===== config.mk =====
export PLATFORM = sky130hd
export DESIGN_NAME = cfg_latch_loader
export DESIGN_NICKNAME = d
export VERILOG_FILES = /design/src/rtl/cfg_latch_loader.sv
export SDC_FILE = /design/constraint.sdc
export NUM_CORES = 1
export LEC_CHECK = 0
export ABC_AREA = 1
export CORE_MARGIN = 2
export CORE_UTILIZATION = 40
export CTS_CLUSTER_SIZE = 16
export DETAILED_ROUTE_END_ITERATION = 10
export PLACE_DENSITY = 0.75
export SYNTH_ARGS = -nofsm -noshare
export SYNTH_HDL_FRONTEND = slang
export SYNTH_SLANG_ARGS = --single-unit

===== constraint.sdc =====
create_clock -name CLK -period 1.9 [get_ports CLK]
set_input_delay 0.38 -clock CLK [delete_from_list [all_inputs] [get_ports CLK]]
set_output_delay 0.38 -clock CLK [all_outputs]
set_load 0.02 [all_outputs]

===== src/rtl/cfg_latch_loader.sv =====
// cfg_latch_loader: write-side sequencer for latch-based configuration rows.
// Each accepted word is driven onto one row (or all rows) with a
// setup / enable-pulse / hold sequence. The data bus stays stable from the
// setup cycle until the hold window has ended, so no transparent latch ever
// sees its input change while its enable is high.
module cfg_latch_loader #(
  parameter int DATA_W  = 32,
  parameter int ROWS    = 16,
  parameter int ADDR_W  = 4,
  parameter int PULSE_W = 2,
  parameter int HOLD_W  = 1
) (
  input  logic              CLK,
  input  logic              RST,
  input  logic              IN_VALID,
  output logic              IN_READY,
  input  logic [ADDR_W-1:0] IN_ADDR,
  input  logic              IN_BCAST,
  input  logic [DATA_W-1:0] IN_DATA,
  output logic [DATA_W-1:0] LAT_D,
  output logic [ROWS-1:0]   LAT_EN,
  output logic              BUSY,
  output logic              ERR,
  input  logic              CLR_ERR
);

  // The counter must be able to hold the longer of the two timed phases.
  localparam int MAX_W = (PULSE_W > HOLD_W) ? PULSE_W : HOLD_W;
  localparam int CNT_W = $clog2(MAX_W + 1);

  // Counter loads are "cycles remaining after this one", so a phase of N
  // cycles leaves when the counter reads zero.
  localparam logic [CNT_W-1:0] PULSE_LOAD = CNT_W'(PULSE_W - 1);
  localparam logic [CNT_W-1:0] HOLD_LOAD  = CNT_W'(HOLD_W - 1);

  // One extra bit so the compare also works when ROWS == 2**ADDR_W.
  localparam logic [ADDR_W:0] ROWS_LIMIT = (ADDR_W + 1)'(ROWS);

  typedef enum logic [1:0] {
    IDLE  = 2'd0,
    SETUP = 2'd1,
    PULSE = 2'd2,
    HOLD  = 2'd3
  } state_t;

  state_t            state_reg, state_next;
  logic [CNT_W-1:0]  cnt_reg, cnt_next;
  logic [DATA_W-1:0] lat_d_reg, lat_d_next;
  logic [ROWS-1:0]   lat_en_reg, lat_en_next;
  logic [ROWS-1:0]   mask_reg, mask_next;
  logic              err_reg, err_next;

  logic [ROWS-1:0]   addr_onehot;
  logic              addr_in_range;

  // Row decoder: one compare per row; out-of-range addresses decode to zero.
  for (genvar gi = 0; gi < ROWS; gi++) begin : g_row_dec
    assign addr_onehot[gi] = (IN_ADDR == ADDR_W'(gi));
  end

  assign addr_in_range = ({1'b0, IN_ADDR} < ROWS_LIMIT);

  // Handshake-side status is a pure decode of the state register.
  assign IN_READY = (state_reg == IDLE);
  assign BUSY     = (state_reg != IDLE);

  assign LAT_D  = lat_d_reg;
  assign LAT_EN = lat_en_reg;
  assign ERR    = err_reg;

  // State register.
  always_ff @(posedge CLK or posedge RST) begin
    if (RST) begin
      state_reg <= IDLE;
    end else begin
      state_reg <= state_next;
    end
  end

  // Next-state and next-datapath decode; enables default low every cycle.
  always_comb begin
    state_next  = state_reg;
    cnt_next    = cnt_reg;
    lat_d_next  = lat_d_reg;
    lat_en_next = '0;
    mask_next   = mask_reg;
    err_next    = err_reg;

    // Clear first so that a same-cycle error below takes priority.
    if (CLR_ERR) begin
      err_next = 1'b0;
    end

    case (state_reg)
      IDLE: begin
        if (IN_VALID) begin
          if (IN_BCAST || addr_in_range) begin
            lat_d_next = IN_DATA;
            mask_next  = IN_BCAST ? {ROWS{1'b1}} : addr_onehot;
            state_next = SETUP;
          end else begin
            // Request is consumed; nothing reaches the latch rows.
            err_next = 1'b1;
          end
        end
      end

      SETUP: begin
        // Data has been stable for a full cycle; raise the enables next.
        state_next  = PULSE;
        cnt_next    = PULSE_LOAD;
        lat_en_next = mask_reg;
      end

      PULSE: begin
        if (cnt_reg == '0) begin
          state_next = HOLD;
          cnt_next   = HOLD_LOAD;
        end else begin
          cnt_next    = cnt_reg - 1'b1;
          lat_en_next = mask_reg;
        end
      end

      HOLD: begin
        if (cnt_reg == '0) begin
          state_next = IDLE;
        end else begin
          cnt_next = cnt_reg - 1'b1;
        end
      end

      default: begin
        state_next = IDLE;
      end
    endcase
  end

  // Datapath registers; reset drops the enables immediately.
  always_ff @(posedge CLK or posedge RST) begin
    if (RST) begin
      cnt_reg    <= '0;
      lat_d_reg  <= '0;
      lat_en_reg <= '0;
      mask_reg   <= '0;
      err_reg    <= 1'b0;
    end else begin
      cnt_reg    <= cnt_next;
      lat_d_reg  <= lat_d_next;
      lat_en_reg <= lat_en_next;
      mask_reg   <= mask_next;
      err_reg    <= err_next;
    end
  end

endmodule


After elaboration in Yosys (flattened, before gate mapping)
Index checks and enable logic that the tools add are counted. W data, S select, Z words.

Memory bits (writable): 0. Flip-flop bits (word level): 68. ROM bits: 0. Memories kept: 0. Output and inout bits: 51. Input bits: 41. Bits in latches: 0.

Mux-type cells: 10. Shift operators: 0. Magnitude comparators: 0. Div/mod/pow operators: 0. Bitwise operators: 0. $mul: 0. Reductions and logical operators: 8. Add/sub/neg operators: 1. Equality and inequality tests: 22.

Operators with widths (number): $eq A4 B4 Y1 const B (8); $mux W16 (2); $pmux W16 S2 (1); $eq A4 B3 Y1 const B (4); $mux W2 (5); $eq A4 B2 Y1 const B (2); $ne A2 B2 Y1 const B (4); $pmux W2 S4 (1); $pmux W2 S3 (1); $eq A2 B2 Y1 const B (2); $eq A4 B1 Y1 const B (1); $logic_not A2 Y1 (2); $logic_not A4 Y1 (1); $reduce_and A2 Y1 (2); $reduce_and A3 Y1 (1); $reduce_bool A3 Y1 (1); $eq A2 B1 Y1 const B (1); $reduce_bool A2 Y1 (1); $sub A2 B1 Y2 const B (1).

Depth between registers and ports, before layout
Gate-level depths: netlist of run 1.

Word-level depth: 3. Mapped depth: 8. Gate-level depth less buffers: 7.

Least setup slack after synthesis of run 1
Ideal clock, no wire load.

Path kind: register to register. From: reg state_reg[0]. To: reg mask_reg[0]. Path buffers: 1. Setup slack: 0.375 ns. Clock period less this slack: 1.525 ns. Cell stages (with the launch flop): 7. Setup time: 0.121 ns. Arrival time: 1.404 ns. Cell sequence: dfrtp_1 > inv_1 > ha_1 > nand2_2 > nor2_4 > buf_4 > a21oi_1.

Word-level cells in the longest chain between the ends: 2.

RTL lines: start, declared (RTL line 46) `state_t state_reg, state_next;`; start signal, assigned (RTL line 76) `state_reg <= state_next;`; $logic_not A2 Y1; via IN_READY (RTL line 16) `output logic IN_READY,`; $reduce_and A2 Y1 (no source line); end signal, assigned (RTL line 151) `mask_reg <= mask_next;`; end, declared (RTL line 50) `logic [ROWS-1:0] mask_reg, mask_next;`.

The timed path passes the listed nets, and every way through them passes these cells. A chain may end at the register's enable or synchronous reset.

Final worst setup path of run 1
From: reg state_reg[0]. To: out BUSY.

Word-level cells in the longest chain between the ends: 1.

RTL lines: $reduce_bool A2 Y1 (RTL line 65) `assign BUSY = (state_reg != IDLE);`; end, declared (RTL line 22) `output logic BUSY,`.

Every way passes these cells.

==> flow_summary_export.csv, run 1 <==
group,metric,value,unit
power,seqPwrFrac,35.7,%
cells_and_area,area_delta_synth_final,43.47,%
power,power,6.560,mW
worst_setup_path,path_buf_inv,3,
floorplanning,start_util,41.76,%
timing,period_share,95.16,%
power,intPower,3.989,mW
worst_setup_path,arrival,1.43,ns
worst_setup_path,reg2regPathDepth,7,
global_route,grt_overflow,0,
cells_and_area,layout_commonest_cell,"nand2_1",
timing,setup_violations,0,
timing,min_period,1.808,ns
timing,fmax,553.1,MHz
timing,setup_tns,0,ns
placed_design,routabilityCongestion,0.8518,
cts,cts_tree,"yes",
synth,syn-cell-area,0.002853,mm2
cells_and_area,stdcell_area,0.004093,mm2
worst_setup_path,crit_chain,"inv_1 -> ha_2 -> inv_1 -> dlygate4sd2_1",
detailed_routing,ant_nets,0,
timing,finalClockSkew,0.007770,ns
cells_and_area,fill_cells,615,
power,p_comb_share,45.8,%
placed_design,pre_cts_slack,0.1645,ns
cts,cts_max_level,3,
cts,cts.sinks,68,
floorplanning,die_y,88.45,um
detailed_routing,drc,0,
cells_and_area,largest_reg_flops,32,
placed_design,postPlaceCellArea,0.003887,mm2
cells_and_area,final_cells,526,
worst_setup_path,crit_type,"reg -> out",
cells_and_area,layout_common_cells,"nand2_1 (134), clkdlybuf4s50_1 (87), dfrtp_1 (68)",
worst_setup_path,reg2reg_to,"mask_reg[13]",
synth,yosys_register_bits,68,
placed_design,dpl.hpwl,4595,um
global_route,grt_usage,16.78,%
run,maxCapViolations,0,
worst_setup_path,reg2reg_slack,0.44,ns
detailed_routing,wire_per_inst,12.02,um
cts,cts_buffer_depth,2,
cells_and_area,diodes,0,
detailed_routing,routed_wl,6325,um
cts,cts_buffers,9,
floorplanning,die_area,0.007823,mm2
global_route,antenna_found_initial,0,
synth,yosys.area.top_type_share,59.65,%
floorplanning,io_pins,92,
cells_and_area,drive_above_1_share,6.977,%
cells_and_area,seq_area,0.001702,mm2
timing,drv_slew,0,
floorplanning,fp-row-count,30,
worst_setup_path,cpLargestDelayFamily,"buffers and inverters",
detailed_routing,drtIter0Drc,86,
cts,cts.reportedPaths.clkPinSlew,0.08,ns
floorplanning,core,0.006832,mm2
worst_setup_path,start_kind,"flip-flop",
floorplanning,fp.dieW,88.45,um
worst_setup_path,worst-path-stages,4,
cts,clockRootBuffer,"clkbuf_8",
worst_setup_path,startpoint,"state_reg[0]",
cells_and_area,fin_nets,477,
synth,yosysWarnings,0,
min_path,hold_class,"in -> async",
power,power.density,1603,mW/mm2
power,power.switching,2.571,mW
worst_setup_path,slowest_delay,0.38,ns
cts,cts_hold_buffers,0,
timing,hold_violations,0,
cells_and_area,multi_input_comb_area,937.1,um2
outcome,status,"complete, no violations",
synth,netlist.top_cell.by_area,"dfrtp_1",
synth,yosysSeqAreaShare,59.65,%
detailed_routing,vias_per_cell,4.411,
worst_setup_path,critPathMaxFanout,4,
power,ir_worst_vdd,703.7,uV
detailed_routing,vias,2320,
placed_design,place_inst,510,
worst_setup_path,crit_path_end_kind,"primary output",
timing,rsz0062_at_grt,"false",
timing,setup_slack,0.09195,ns
cts,postCtsSetupBuffers,0,
worst_setup_path,cp-endpoint,"BUSY",
synth,synth_cell_types,17,
worst_setup_path,reg2reg_from,"state_reg[0]",
global_route,grt_max_degree,49,
global_route,grt_pass1_wl,10090,um
cts,worstSkewPairLatency,0.34,ns
worst_setup_path,cp.required,1.52,ns
global_route,grt_pass1_vias,2316,
synth,postSynthAreaPerCell,8.697,um2
detailed_routing,dr.pass1.iters,4,
worst_setup_path,cpMaxStageDelayCell,"dfrtp_1",
synth,netlist_instances,328,
power,leakagePower,2.082,nW
power,p_sw_share,39.19,%
power,p_clk_share,18.5,%
cells_and_area,post-route-util,59.91,%
synth,syn_nets,380,
worst_setup_path,cp_common_cell,"inv_1",
timing,hold_slack,0.4274,ns
synth,synth.area.top_cells,"dfrtp_1 (60%), nand2_1 (18%), nor2_1 (5.4%)",
placed_design,port_buffers,89,
[kinds of logic after synthesis]
| logic type | after synthesis | share of synthesized area, % |
|---|---|---|
| compound gates | 19 | 3.465 |
| other cells | 1 | 0.1315 |
| simple gates | 181 | 24.34 |
| fa+ha+maj | 11 | 4.824 |
| flops | 68 | 59.65 |
| buf+inv | 48 | 7.587 |
[power groups by stage]
stage | Clock (mW) | Sequential, mW | Combinational [mW]
3_3_place_gp | 0 | 2.35 | 2.96
5_1_grt | 1.31 | 2.40 | 3.32
2_1_floorplan | 0 | 2.84 | 1.27
3_5_place_dp | 0 | 2.37 | 3.05
4_1_cts | 1.26 | 2.35 | 3.04
6_report | 1.21 | 2.35 | 3.00
[area by class of cell]
cell class                      count  area share (%)
Tap cell                           96           2.935
Multi-Input combinational cell    212           22.90
Sequential cell                    68           41.58
Clock buffer                        9           3.027
Clock inverter                      7           1.987
Timing Repair Buffer               97           24.09
Inverter                           37           3.485
[worst min-delay path by stage]
stage	start	to	depth (start not counted)
after CTS	RST	LAT_D[24]	2
final	RST	LAT_D[23]	2
after floorplan	mask_reg[0]	LAT_EN[0]	2
after global routing	RST	LAT_EN[8]	2
after detailed placement	LAT_D[6]	LAT_D[6]	2
after global placement	LAT_D[6]	LAT_D[6]	2
[metal layers]
metal | global-route usage (%) | vias to the layer above | part of all wire, %
met1 | 18.30 | 1090 | 41
met5 | 0 | - | 0
met4 | 7.300 | 0 | 1.3
met3 | 4.478 | 9 | 6.0
met2 | 30.55 | 58 | 51
li1 | - | 1163 | -
[cells in the mapped netlist, drive strengths merged]
master  count
nand2     135
clkbuf      3
inv        37
nand3       4
a21oi      16
o21ai       3
conb        1
buf         8
dfrtp      68
ha         11
nor2       42
[what timing repair did]
action                     in CTS  in global routing
cloned                          0                  0
resized for setup               2                  1
setup endpoints to repair       2                  1
[worst reg2reg max path: cells and delay by family (launching register included)]
kind,cells,cell delay (ns)
compound gates,1,0.13
fa+ha+maj,1,0.23
buf+inv,3,0.44
flops,1,0.38
simple gates,2,0.20
(Power assumes the default switching activity.)
==> inputs of run 2 (changes only) <==
--- a/config.mk
+++ b/config.mk
@@ -10,7 +10,7 @@
 export CORE_UTILIZATION = 40
 export CTS_CLUSTER_SIZE = 16
 export DETAILED_ROUTE_END_ITERATION = 10
-export PLACE_DENSITY = 0.75
+export PLACE_DENSITY = 0.74
 export SYNTH_ARGS = -nofsm -noshare
 export SYNTH_HDL_FRONTEND = slang
 export SYNTH_SLANG_ARGS = --single-unit
==> flow_summary_export.csv, run 2 (synthesis results as in run 1) <==
group,metric,value,unit
detailed_routing,vias_per_cell,4.417,
worst_setup_path,reg2regPathDepth,5,
timing,hold_violations,0,
detailed_routing,wire_per_inst,12.08,um
worst_setup_path,arrival,1.44,ns
floorplanning,fp.dieW,88.45,um
cts,cts_hold_buffers,0,
power,p_sw_share,37.09,%
floorplanning,core,0.006832,mm2
power,power.density,1649,mW/mm2
power,p_clk_share,21.0,%
worst_setup_path,critPathMaxFanout,4,
cts,worstSkewPairLatency,0.34,ns
power,ir_worst_vdd,775.8,uV
power,leakagePower,2.099,nW
cells_and_area,layout_common_cells,"nand2_1 (134), clkdlybuf4s50_1 (87), dfrtp_1 (68)",
floorplanning,io_pins,92,
floorplanning,fp-row-count,30,
global_route,grt_overflow,0,
timing,min_period,1.823,ns
worst_setup_path,path_buf_inv,3,
cts,cts_resized,2,
cts,clockRootBuffer,"clkbuf_8",
worst_setup_path,cpLargestDelayFamily,"buffers and inverters",
cts,cts_tree,"yes",
placed_design,pre_cts_slack,0.1595,ns
cts,cts_buffers,9,
timing,finalClockSkew,0.004562,ns
power,seqPwrFrac,34.6,%
detailed_routing,dr.pass1.iters,4,
floorplanning,die_area,0.007823,mm2
power,p_comb_share,44.4,%
run,maxCapViolations,0,
timing,setup_slack,0.07730,ns
cts,postCtsSetupBuffers,0,
timing,rsz0062_at_grt,"false",
detailed_routing,routed_wl,6341,um
global_route,grt_pass1_vias,2271,
detailed_routing,ant_nets,0,
worst_setup_path,slowest_delay,0.38,ns
cts,cts_buffer_depth,2,
placed_design,port_buffers,89,
worst_setup_path,worst-path-stages,4,
placed_design,dpl.hpwl,4387,um
cts,cts.reportedPaths.clkPinSlew,0.07,ns
worst_setup_path,start_kind,"flip-flop",
cells_and_area,fin_nets,477,
worst_setup_path,cpMaxStageDelayCell,"dfrtp_1",
timing,setup_tns,0,ns
outcome,status,"complete, no violations",
cells_and_area,layout_commonest_cell,"nand2_1",
timing,period_share,95.93,%
timing,fmax,548.6,MHz
cts,cts.sinks,68,
global_route,antenna_found_initial,0,
worst_setup_path,crit_path_end_kind,"primary output",
worst_setup_path,crit_chain,"inv_1 -> ha_2 -> inv_1 -> dlygate4sd2_1",
global_route,grt_max_degree,69,
cts,cts_max_level,3,
detailed_routing,drc,0,
global_route,grt_pass1_wl,10350,um
worst_setup_path,cp.required,1.52,ns
min_path,hold_class,"in -> async",
timing,drv_slew,0,
cells_and_area,largest_reg_flops,32,
floorplanning,start_util,41.76,%
cells_and_area,diodes,0,
power,power.switching,2.515,mW
worst_setup_path,cp_common_cell,"inv_1",
cells_and_area,fill_cells,599,
detailed_routing,drtIter0Drc,119,
detailed_routing,vias,2319,
placed_design,routabilityCongestion,0.8221,
cells_and_area,area_delta_synth_final,44.17,%
power,intPower,4.266,mW
cells_and_area,drive_above_1_share,6.760,%
timing,setup_violations,0,
global_route,grt_usage,17.49,%
worst_setup_path,crit_type,"reg -> out",
floorplanning,die_y,88.45,um
## run 2: routing by layer
| layer | up-vias | track usage, % | wire (um) |
|---|---|---|---|
| met5 | - | 0 | 0 |
| met4 | 0 | 8.264 | 125 |
| met3 | 11 | 4.478 | 435 |
| met2 | 68 | 30.01 | 3068 |
| met1 | 1078 | 20.53 | 2711 |
| li1 | 1162 | - | - |
## run 2: power groups by stage
| stage | clock network (mW) | registers (mW) | logic (mW) |
|---|---|---|---|
| 4_1_cts | 1.46 | 2.35 | 3.05 |
| 3_5_place_dp | 0 | 2.37 | 3.05 |
| 3_3_place_gp | 0 | 2.34 | 2.99 |
| 2_1_floorplan | 0 | 2.84 | 1.27 |
| 6_report | 1.42 | 2.35 | 3.01 |
| 5_1_grt | 1.53 | 2.42 | 3.36 |
## run 2: cell type report
cell class / instances / area (um2) / area share, %
clock buffers: 10 / 137.6 / 3.347
multi-input cells: 212 / 937.1 / 22.79
flip-flops and latches: 68 / 1702 / 41.38
well taps: 96 / 120.1 / 2.921
clock inverters: 5 / 100.1 / 2.434
inverters: 37 / 142.6 / 3.468
repair buffers: 97 / 973.4 / 23.67
## run 2: worst min-delay path, stage by stage
cell             delay, ns
clkdlybuf4s50_1       0.44
clkinvlp_4            0.10
buf_12                0.29
## run 2: path summary, 6_finish.rpt
kind                              start            to  slack, ns
max                        state_reg[0]          BUSY       0.08
min                                 RST     LAT_D[15]       0.46
max reg2reg                state_reg[0]  mask_reg[11]       0.44
min reg2reg                   LAT_D[27]     LAT_D[27]       0.48
max in group asynchronous           RST      LAT_D[5]       1.12
min in group CLK              LAT_D[27]     LAT_D[27]       0.48
## run 2: stage by stage
stage / utilization, % / instance area [um2] / power [mW] / cells / hold slack [ns]
after floorplan: - / 2856 / 4.107 / 328 / 0.4729
after global placement: 56.72 / 3875 / 5.331 / 510 / 0.4609
after detailed placement: 56.72 / 3875 / 5.424 / 510 / 0.4647
after CTS: 60.16 / 4110 / 6.861 / 525 / 0.4831
after global routing: 60.20 / 4113 / 7.302 / 525 / 0.4923
final: 60.20 / 4113 / 6.780 / 525 / 0.4645
==> inputs of run 3 (changes only) <==
--- a/config.mk
+++ b/config.mk
@@ -6,11 +6,12 @@
 export NUM_CORES = 1
 export LEC_CHECK = 0
 export ABC_AREA = 1
-export CORE_MARGIN = 2
+export CORE_MARGIN = 10
 export CORE_UTILIZATION = 40
 export CTS_CLUSTER_SIZE = 16
 export DETAILED_ROUTE_END_ITERATION = 10
 export PLACE_DENSITY = 0.74
+export SLEW_MARGIN = 40
 export SYNTH_ARGS = -nofsm -noshare
 export SYNTH_HDL_FRONTEND = slang
 export SYNTH_SLANG_ARGS = --single-unit
==> flow_summary_export.csv, run 3 (synthesis results as in run 1) <==
group,metric,value,unit
timing,hold_violations,0,
detailed_routing,routed_wl,6762,um
timing,drv_slew,0,
cts,cts_buffers,9,
timing,setup_slack,0.09358,ns
cells_and_area,area_delta_synth_final,41.93,%
worst_setup_path,crit_type,"reg -> out",
worst_setup_path,crit_chain,"inv_1 -> ha_1 -> inv_1 -> dlygate4sd2_1",
cts,clockRootBuffer,"clkbuf_8",
cells_and_area,drive_above_1_share,6.744,%
placed_design,dpl.hpwl,5015,um
cells_and_area,fin_nets,477,
power,ir_worst_vdd,710.6,uV
floorplanning,start_util,41.53,%
global_route,grt_overflow,0,
timing,setup_violations,0,
timing,period_share,95.07,%
worst_setup_path,slowest_delay,0.37,ns
detailed_routing,vias,2292,
cells_and_area,diodes,0,
floorplanning,fp-row-count,30,
min_path,hold_class,"reg -> reg",
power,leakagePower,2.067,nW
worst_setup_path,reg2reg_slack,0.51,ns
global_route,grt_max_degree,38,
power,power,6.398,mW
run,maxCapViolations,0,
detailed_routing,ant_nets,0,
placed_design,port_buffers,89,
cells_and_area,layout_commonest_cell,"nand2_1",
detailed_routing,vias_per_cell,4.357,
worst_setup_path,cp_common_cell,"inv_1",
placed_design,routabilityCongestion,0.8587,
placed_design,pre_cts_slack,0.1686,ns
cells_and_area,post-route-util,58.94,%
cts,cts_hold_buffers,0,
floorplanning,fp.dieW,104.5,um
floorplanning,io_pins,92,
global_route,grt_usage,12.39,%
worst_setup_path,critPathMaxFanout,4,
global_route,antenna_found_initial,0,
floorplanning,die_y,104.5,um
cts,cts.sinks,68,
worst_setup_path,cp.required,1.52,ns
timing,fmax,553.6,MHz
cts,cts_max_level,3,
worst_setup_path,cpMaxStageDelayCell,"dfrtp_1",
cts,cts_buffer_depth,2,
detailed_routing,drtIter0Drc,130,
timing,rsz0062_at_grt,"false",
detailed_routing,wire_per_inst,12.86,um
cells_and_area,fill_cells,605,
global_route,grt_pass1_vias,2216,
global_route,grt_pass1_wl,11060,um
worst_setup_path,arrival,1.43,ns
floorplanning,core,0.006869,mm2
worst_setup_path,start_kind,"flip-flop",
cts,cts.reportedPaths.clkPinSlew,0.07,ns
timing,min_period,1.806,ns
worst_setup_path,crit_path_end_kind,"primary output",
timing,finalClockSkew,0.009882,ns
cells_and_area,layout_common_cells,"nand2_1 (134), clkdlybuf4s50_1 (87), dfrtp_1 (68)",
outcome,status,"complete, no violations",
power,power.density,1580,mW/mm2
floorplanning,die_area,0.01091,mm2
cts,worstSkewPairLatency,0.34,ns
cells_and_area,largest_reg_flops,32,
cts,postCtsSetupBuffers,0,
timing,setup_tns,0,ns
cts,cts_tree,"yes",
detailed_routing,dr.pass1.iters,4,
timing,hold_slack,0.4791,ns
detailed_routing,drc,0,
-- run 3: path summary, 6_finish.rpt --
kind                                end         start  cells past startpoint
setup reg to reg           mask_reg[13]  state_reg[0]                      5
hold / removal                 LAT_D[7]      LAT_D[7]                      2
min in group asynchronous     LAT_D[21]           RST                      3
setup / recovery                   BUSY  state_reg[0]                      4
max in group asynchronous  state_reg[0]           RST                      3
hold reg to reg                LAT_D[7]      LAT_D[7]                      2
-- run 3: per-stage QoR --
step / instance area [um2] / cells
6_report: 4049 / 526
5_1_grt: 4049 / 526
4_1_cts: 4049 / 526
3_5_place_dp: 3875 / 510
3_3_place_gp: 3875 / 510
2_1_floorplan: 2856 / 328
-- run 3: final cells by class --
| cell class | instances | area [um2] | area share, % |
|---|---|---|---|
| Clock buffer | 9 | 123.9 | 3.059 |
| Multi-Input combinational cell | 212 | 934.6 | 23.08 |
| Tap cell | 96 | 120.1 | 2.967 |
| Sequential cell | 68 | 1702 | 42.03 |
| Inverter | 37 | 142.6 | 3.523 |
| Clock inverter | 7 | 52.55 | 1.298 |
| Timing Repair Buffer | 97 | 973.4 | 24.04 |
-- run 3: report_power, final --
part	leakage, nW	internal, mW	switching, mW
sequential	0.839	2.05	0.287
combinational	1.14	1.32	1.70
clock	0.0896	0.479	0.562
-- run 3: timing repair --
action                                  CTS  global route
endpoints found under the setup margin    2             0
gates resized for setup                   2             0
hold endpoints to repair                  0             0
-- run 3: worst max-delay path: cells and delay by family, from the launching register on --
| family | cells | cell delay [ns] |
|---|---|---|
| buffers and inverters | 3 | 0.48 |
| flip-flops | 1 | 0.37 |
| adder cells (fa/ha/maj) | 1 | 0.23 |
-- run 3: per-layer routing --
| metal | wire length (um) | GRT usage, % |
|---|---|---|
| met5 | 0 | 0 |
| met4 | 65 | 5.070 |
| met3 | 401 | 3.779 |
| met2 | 3165 | 19.34 |
| met1 | 3129 | 15.51 |
